## src/rtl/led_serializer.sv

```systemverilog
// LED frame serializer: buffers one pending pattern, shifts a frame out on
// sdo after a start pulse, and pulses latch when the frame-end strobe lines
// up with the last bit. A strobe that arrives early sets a sticky error.
module led_serializer #(
    parameter int WIDTH     = 16,
    parameter bit MSB_FIRST = 1'b1
) (
    input  logic             clk,
    input  logic             rst_n,
    input  logic             start,
    input  logic             str,
    input  logic [WIDTH-1:0] pat_in,
    input  logic             pat_valid,
    output logic             pat_ready,
    output logic             sdo,
    output logic             latch,
    output logic             busy,
    output logic             err,
    output logic [7:0]       frame_cnt
);

    typedef enum logic {
        IDLE  = 1'b0,
        SHIFT = 1'b1
    } state_t;

    localparam logic [4:0] LAST_BIT = 5'(WIDTH - 1);

    state_t           state_reg;
    state_t           state_next;

    logic [WIDTH-1:0] pending_reg;
    logic             pend_full_reg;
    logic [WIDTH-1:0] shreg_reg;
    logic [WIDTH-1:0] frame_reg;    // unshifted copy of the word being sent
    logic [WIDTH-1:0] disp_reg;
    logic [4:0]       bit_cnt_reg;
    logic             sdo_reg;
    logic             latch_reg;
    logic             err_reg;
    logic [7:0]       frame_cnt_reg;

    logic             accept;
    logic [WIDTH-1:0] load_word;
    logic [WIDTH-1:0] shreg_shifted;
    logic             load_bit;
    logic             shift_bit;
    logic             at_last;

    // A start uses the pre-edge buffer contents; a same-edge accept refills it.
    assign accept    = pat_valid && !pend_full_reg;
    assign load_word = pend_full_reg ? pending_reg : disp_reg;
    assign at_last   = (bit_cnt_reg == LAST_BIT);

    // Shift direction and output-end bit selection depend on bit order.
    generate
        if (MSB_FIRST) begin : g_msb_first
            assign shreg_shifted = {shreg_reg[WIDTH-2:0], 1'b0};
            assign load_bit      = load_word[WIDTH-1];
            assign shift_bit     = shreg_reg[WIDTH-2];
        end else begin : g_lsb_first
            assign shreg_shifted = {1'b0, shreg_reg[WIDTH-1:1]};
            assign load_bit      = load_word[0];
            assign shift_bit     = shreg_reg[1];
        end
    endgenerate

    // State register.
    always_ff @(posedge clk or negedge rst_n) begin
        if (!rst_n) begin
            state_reg <= IDLE;
        end else begin
            state_reg <= state_next;
        end
    end

    // Next state: start always (re)enters SHIFT; any strobe in SHIFT ends the frame.
    always_comb begin
        state_next = state_reg;
        case (state_reg)
            IDLE: begin
                if (start) begin
                    state_next = SHIFT;
                end
            end
            SHIFT: begin
                if (start) begin
                    state_next = SHIFT;
                end else if (str) begin
                    state_next = IDLE;
                end
            end
            default: state_next = IDLE;
        endcase
    end

    // Pending buffer: accept when empty, drained by start.
    always_ff @(posedge clk or negedge rst_n) begin
        if (!rst_n) begin
            pending_reg   <= '0;
            pend_full_reg <= 1'b0;
        end else begin
            if (accept) begin
                pending_reg   <= pat_in;
                pend_full_reg <= 1'b1;
            end else if (start) begin
                pend_full_reg <= 1'b0;
            end
        end
    end

    // Frame datapath: load, shift, hold on last bit, latch or flag error on strobe.
    always_ff @(posedge clk or negedge rst_n) begin
        if (!rst_n) begin
            shreg_reg     <= '0;
            frame_reg     <= '0;
            disp_reg      <= '0;
            bit_cnt_reg   <= '0;
            sdo_reg       <= 1'b0;
            latch_reg     <= 1'b0;
            err_reg       <= 1'b0;
            frame_cnt_reg <= '0;
        end else begin
            latch_reg <= 1'b0;
            if (start) begin
                shreg_reg   <= load_word;
                frame_reg   <= load_word;
                bit_cnt_reg <= '0;
                sdo_reg     <= load_bit;
            end else if (state_reg == SHIFT) begin
                if (str) begin
                    if (at_last) begin
                        latch_reg     <= 1'b1;
                        disp_reg      <= frame_reg;
                        frame_cnt_reg <= frame_cnt_reg + 8'd1;
                    end else begin
                        err_reg <= 1'b1;
                    end
                    sdo_reg <= 1'b0;
                end else if (!at_last) begin
                    shreg_reg   <= shreg_shifted;
                    bit_cnt_reg <= bit_cnt_reg + 5'd1;
                    sdo_reg     <= shift_bit;
                end
            end
        end
    end

    assign pat_ready = ~pend_full_reg;
    assign sdo       = sdo_reg;
    assign latch     = latch_reg;
    assign busy      = (state_reg == SHIFT);
    assign err       = err_reg;
    assign frame_cnt = frame_cnt_reg;

endmodule
```

## config.mk

```make
export PLATFORM = sky130hd
export DESIGN_NAME = led_serializer
export DESIGN_NICKNAME = d
export VERILOG_FILES = /design/src/rtl/led_serializer.sv
export SDC_FILE = /design/constraint.sdc
export NUM_CORES = 1
export LEC_CHECK = 0
export CAP_MARGIN = 20
export CORE_AREA = 2 2 78 88
export DETAILED_ROUTE_END_ITERATION = 10
export DIE_AREA = 0 0 80 90
export GPL_TIMING_DRIVEN = 0
export PLACE_DENSITY = 0.73
export SYNTH_ARGS = -nofsm -noshare
export SYNTH_HDL_FRONTEND = slang
export SYNTH_SLANG_ARGS = --single-unit
```

## constraint.sdc

```tcl
create_clock -name clk -period 2.5 [get_ports clk]
set_input_delay 0.75 -clock clk [delete_from_list [all_inputs] [get_ports clk]]
set_output_delay 0.75 -clock clk [all_outputs]
set_load 0.005 [all_outputs]
```

# [After elaboration in Yosys (flattened, before gate mapping)]
# Index checks and enable logic that the tools add are counted.
[totals] ff_bits=81 inputBits=21 output_inout_bits=13 word_cells=52
[op_classes] n_addsub=2 eq_ne=4 mux=23 bitwise=4 reduce_logical=8
[ops] operator="$mux 15" n=4
[ops] operator="$mux 5" n=4
[ops] operator="$mux 16" n=1
[ops] operator="$mux 1" n=13
[ops] operator="$add 8x1->8 const B" n=1
[ops] operator="$reduce_and 4->1" n=2
[ops] operator="$add 5x1->5 const B" n=1
[ops] operator="$eq 5x4->1 const B" n=1
[ops] operator="$ne 2x2->1 const B" n=2
[ops] operator="$not 1->1" n=4
[ops] operator="$reduce_bool 2->1" n=2
[ops] operator="$ne 3x3->1 const B" n=1
[ops] operator="$reduce_and 3->1" n=1
[ops] operator="$pmux 1 s2" n=1
[ops] operator="$reduce_and 2->1" n=1
[ops] operator="$logic_and 1x1->1" n=1
[ops] operator="$logic_not 1->1" n=1

# [Logic depth before layout (Yosys ltp)]
# Gate-level depths: netlist (run 1).
[depth] word_depth=5 mapped_depth=8 ltp_nobuf=6

# [Worst setup path after synthesis (run 1)]
# OpenSTA, ideal clock, no wires.
[synth_path] path_kind="reg-to-reg" from="register bit_cnt_reg[0]" to="register bit_cnt_reg[3]" arrival_ps=1973 required_time_ps=2422 path_slack_ps=449 stages_incl_launch_ff=8 path_buffers=1 period_less_slack_ps=2051 path_cell_list="dfrtp_1 -> ha_1 -> and3_1 -> ha_1 -> or3b_1 -> buf_2 -> or3_1 -> a21oi_1"
[synth_via] elab_chain_cells=5 word_cells_on_any_way=8
[synth_lines] item="start: declaration" line_no="37" text="logic [4:0] bit_cnt_reg;"
[synth_lines] item="start signal: assignment" line_no="142" text="bit_cnt_reg <= bit_cnt_reg + 5'd1;"
[synth_lines] item="$add 5x1->5" line_no="142"
[synth_lines] item="$mux 5" line_no="140" text="end else if (!at_last) begin"
[synth_lines] item="$mux 5" line_no="131" text="if (str) begin"
[synth_lines] item="$mux 5" line_no="130" text="end else if (state_reg == SHIFT) begin"
[synth_lines] item="$mux 5" line_no="125" text="if (start) begin"
# Several ways; a longest one is shown, not always the timed one. The select of a mux whose other input is x is not followed.
# A chain may end at the register's enable or synchronous reset.

# [Final worst setup path (run 1)]
[layout_path] from="register pend_full_reg" to="output pat_ready"
[layout_via] elab_chain_cells=1
[layout_lines] item="start: declaration" line_no="33" text="logic pend_full_reg;"
[layout_lines] item="start signal: assignment" line_no="101" text="pend_full_reg <= 1'b0;"
[layout_lines] item="start signal: assignment" line_no="105" text="pend_full_reg <= 1'b1;"
[layout_lines] item="start signal: assignment" line_no="107" text="pend_full_reg <= 1'b0;"
[layout_lines] item="$not 1->1" line_no="149" text="assign pat_ready = ~pend_full_reg;"
[layout_lines] item="end: declaration" line_no="14" text="output logic pat_ready,"
# No other way between the ends.

==> parameters.txt, run 1 <==
Parameter                              Value

Final layout
  Register area ... 2030 µm²
  Layout Utilization ... 64.2%
  Diode insertion count for antenna repair ... 0
  FILL cells ... 537
  Post-layout instance area ... 4090 µm²
  Area delta synth->final ... 19.3%
  Area used by multi-input combinational logic ... 1300 µm²
  Final net count ... 348
  Share of cells above drive strength 1 ... 18.3%

Pwr
  LEAKAGE ... 1.89 nW
  Clock group share of total power ... 34.1%
  P per Cell Area ... 709 nW/µm²
  Switching power share of the total ... 24.2%
  Internal power component ... 2.20 mW
  Highest ir drop seen on vdd ... 374 µV
  Share of total power in sequential cells ... 52.9%
  Combinational power share ... 13.0%
  Net switching power ... 0.702 mW

Die
  Area of the core region ... between 6000 and 7000 µm²
  Die area ... between 7000 and 8000 µm²
  Die Y ... around 90 µm
  Die width ... 80 µm
  # rows ... 31
  Initial core utilization ... between 50% and 60%
  Total I/O pin count ... 34

Clock network
  Clock Pin Slew Worst Setup and Hold Paths ... around 70 ps
  TritonCTS sink count ... 81
  CTS root buf ... sky130_fd_sc_hd__clkbuf_8
  Clock tree from TritonCTS ... yes
  H-Tree Depth ... 3
  Number of buffers added to fix hold violations after cts ... 0
  Maximum clock path buffer count ... 2
  Number of CTS-inserted buffers ... 9
  Worst skew pair latency ... around 350 ps

Timing
  Post-route minimum period ... 2320 ps
  Worst hold slack ... 270 ps
  Final slew viol count ... 0
  Setup slack after layout ... about 180 ps
  Number of hold violations in the final report ... 0
  Setup Total Neg Slack ... 0 ps
  RSZ-0062 raised after global routing ... false
  Max Freq ... 0.431 GHz
  Final setup fails ... 0
  Tightest slew margin relative to the limit ... 60.9%
  Slew of the pin with the lowest slew margin ... approximately 580 ps
  Worst clock skew on the final layout ... 7.21 ps
  Final clock period utilization by the worst path ... 92.9%

Setup path
  Crit path required time ... between 1500 and 2000 ps
  Capture point of the worst reg-to-reg path ... shreg_reg[10]
  Depth of the most critical reg-to-reg path ... 7
  CP cell instances ... buf_4 -> inv_1 -> clkdlybuf4s50_1
  Source of the worst register-to-register timing path ... bit_cnt_reg[0]
  Setup slack of the most critical reg-to-reg path ... roughly 180 ps
  Critical path fanouts, max ... 18
  Arrival time of data at the critical path endpoint ... roughly 1600 ps
  Sort of element at the end of the critical path ... output pin
  Path type of the worst setup path ... reg -> out
  Max stage delay cell, worst path ... sky130_fd_sc_hd__clkdlybuf4s50_1
  Type of origin of the critical path ... flop
  Stage delay of the slowest cell on the critical path ... roughly 500 ps
  Crit. Startpoint ... pend_full_reg

Drt
  Number of DRC violations after detailed-routing iteration 0 ... 170
  Remaining routing DRC violations ... 0
  Via count of the routed design ... 2,169
  Vias per cell ... about 5.3
  Detailed-route wire length per cell ... 15.1 µm
  DRT Pass-1 Iters ... 4
  Remaining antenna violation count ... 0
  Final Routed Wirelength ... 6.19 mm

Logic synthesis
  Distinct cells, synth ... 35
  Sequential cell area fraction in the yosys report ... 59.2%
  Async S/R FF share, synth ... 100%
  Synth Cell Area ... 3430 µm²
  Gate Count Post-Synth ... 280
  Synth Flop Type ... sky130_fd_sc_hd__dfrtp_1
  YS warnings ... 0
  Post-synthesis sequential element count ... 81
  Mean cell area of the mapped netlist ... about 12 µm²
  Net count of the mapped netlist ... a little over 300
  Number of enable-type register cells in the synthesized netlist ... 0

GRT
  Via count of the first global-routing pass ... 2,183
  Initial antenna violation count ... 0
  Residual overflow from global routing ... 0
  Global-route wire length before repair ... 10.4 mm
  GRT Resource Usage Total ... 19.1%
  Largest net degree at the start of global routing ... 65

Place
  Pre-CTS setup slack ... 8.27 ps
  Number of input and output port buffers inserted ... 32
  Area of placed instances ... 3870 µm²
  Half-perimeter wire length after detailed placement ... 4.31 mm
  Routability-driven placement congestion ratio ... 0.779

Min path
  Worst min path class ... in -> async

Outcome
  Result of the run ... finished, final reports clean

Flow run
  Max-Cap Viols ... 0
-- cell usage after synthesis (2+ instances only) --
master	instances	share of area, %
sky130_fd_sc_hd__nor3_1	2	0.29
sky130_fd_sc_hd__xor2_1	6	1.5
sky130_fd_sc_hd__nor2_1	7	0.77
sky130_fd_sc_hd__mux2i_1	15	4.4
sky130_fd_sc_hd__clkbuf_1	6	0.66
sky130_fd_sc_hd__inv_1	5	0.55
sky130_fd_sc_hd__mux2_2	33	11
sky130_fd_sc_hd__nand3_1	3	0.44
sky130_fd_sc_hd__buf_2	8	1.2
sky130_fd_sc_hd__dfrtp_1	81	59
sky130_fd_sc_hd__o21bai_1	2	0.44
sky130_fd_sc_hd__a21oi_1	16	2.3
sky130_fd_sc_hd__nand2b_1	3	0.55
sky130_fd_sc_hd__nand2_1	37	4.1
sky130_fd_sc_hd__ha_1	4	1.5
sky130_fd_sc_hd__o21ai_0	4	0.58
sky130_fd_sc_hd__o21a_1	15	3.3
sky130_fd_sc_hd__xnor2_1	3	0.77
sky130_fd_sc_hd__a21boi_0	13	2.8
sky130_fd_sc_hd__a21boi_1	2	0.44
-- layer usage --
metal | up-vias | routed length (µm) | global-route usage (%)
li1 | 1045 | - | -
met1 | 1073 | 2860 | 25.0
met2 | 34 | 3000 | 29.7
met3 | 17 | 164 | 3.71
met4 | 0 | 176 | 10.6
met5 | - | 0 | 0
-- layout by cell type, fill, tap and decap left out, types with 2 or more instances in the layout --
cell type | synthesis | routed
sky130_fd_sc_hd__a21boi_0 | 13 | 13
sky130_fd_sc_hd__a21boi_1 | 2 | 2
sky130_fd_sc_hd__a21oi_1 | 16 | 16
sky130_fd_sc_hd__buf_2 | 8 | 6
sky130_fd_sc_hd__buf_4 | 0 | 2
sky130_fd_sc_hd__clkbuf_1 | 6 | 6
sky130_fd_sc_hd__clkbuf_8 | 0 | 12
sky130_fd_sc_hd__clkdlybuf4s50_1 | 0 | 31
sky130_fd_sc_hd__clkinvlp_4 | 0 | 2
sky130_fd_sc_hd__dfrtp_1 | 81 | 81
sky130_fd_sc_hd__ha_1 | 4 | 4
sky130_fd_sc_hd__inv_1 | 5 | 5
sky130_fd_sc_hd__mux2_2 | 33 | 33
sky130_fd_sc_hd__mux2i_1 | 15 | 15
sky130_fd_sc_hd__nand2_1 | 37 | 37
sky130_fd_sc_hd__nand2b_1 | 3 | 3
sky130_fd_sc_hd__nand3_1 | 3 | 3
sky130_fd_sc_hd__nor2_1 | 7 | 7
sky130_fd_sc_hd__nor3_1 | 2 | 2
sky130_fd_sc_hd__o21a_1 | 15 | 15
sky130_fd_sc_hd__o21ai_0 | 4 | 4
sky130_fd_sc_hd__o21bai_1 | 2 | 2
sky130_fd_sc_hd__xnor2_1 | 3 | 3
sky130_fd_sc_hd__xor2_1 | 6 | 6
-- worst max-delay path by stage --
stage	depth (start not counted)	slack [ps]	to
after floorplan	7	450	bit_cnt_reg[3]
after detailed placement	5	8	frame_reg[15]
after global routing	7	30	shreg_reg[9]
after global placement	1	-2120	disp_reg[10]
after CTS	4	7	pat_ready
final	3	180	pat_ready
-- power groups by stage --
| stage | sequential [mW] | clock (mW) | combinational [mW] |
|---|---|---|---|
| after detailed placement | 1.56 | 0 | 0.385 |
| after global placement | 1.55 | 0 | 0.367 |
| after global routing | 1.55 | 1.07 | 0.424 |
| after CTS | 1.53 | 1.02 | 0.389 |
| after floorplan | 1.53 | 0 | 0.258 |
| final | 1.53 | 0.989 | 0.376 |
-- what timing repair did --
item                                    4_1_cts  5_1_grt
endpoints found under the setup margin        1        1
setup buffers                                 0        0
resized for setup                             2        0
-- worst max-delay path, delay by kind of cell (launching register included) --
family,cells,cell delay (ps)
buffers and inverters,3,850
flip-flops,1,370
-- through the flow --
| stage | cells | total power [mW] |
|---|---|---|
| 6_report | 410 | 2.90 |
| 5_1_grt | 410 | 3.05 |
| 3_3_place_gp | 394 | 1.92 |
| 2_1_floorplan | 280 | 1.79 |
| 4_1_cts | 411 | 2.94 |
| 3_5_place_dp | 395 | 1.94 |
-- area by class of cell --
| cell class | instances | area share [%] |
|---|---|---|
| sequential | 81 | 49.6 |
| multi-input combinational | 178 | 31.9 |
| timing repair buffer | 33 | 8.45 |
| clock buffer | 12 | 4.04 |
| tap | 82 | 2.51 |
| buffer | 15 | 1.84 |
| clock inverter | 4 | 1.22 |
| inverter | 5 | 0.459 |
-- cell families after synthesis --
kind of cell | count (synthesis) | synth area share, %
fa+ha+maj | 4 | 1.46
mux | 48 | 15.2
simple gates | 63 | 8.62
compound gates | 54 | 10.4
buf+inv | 21 | 2.81
xor+xnor | 9 | 2.30
flops | 81 | 59.2
No activity file was read; power rests on OpenSTA's default activity.
==> inputs of run 2 (changes only) <==
- ABC_AREA: default -> 0
==> results of run 2 <==
Same layout as run 1: the final DEF is identical, and so are final timing and power.
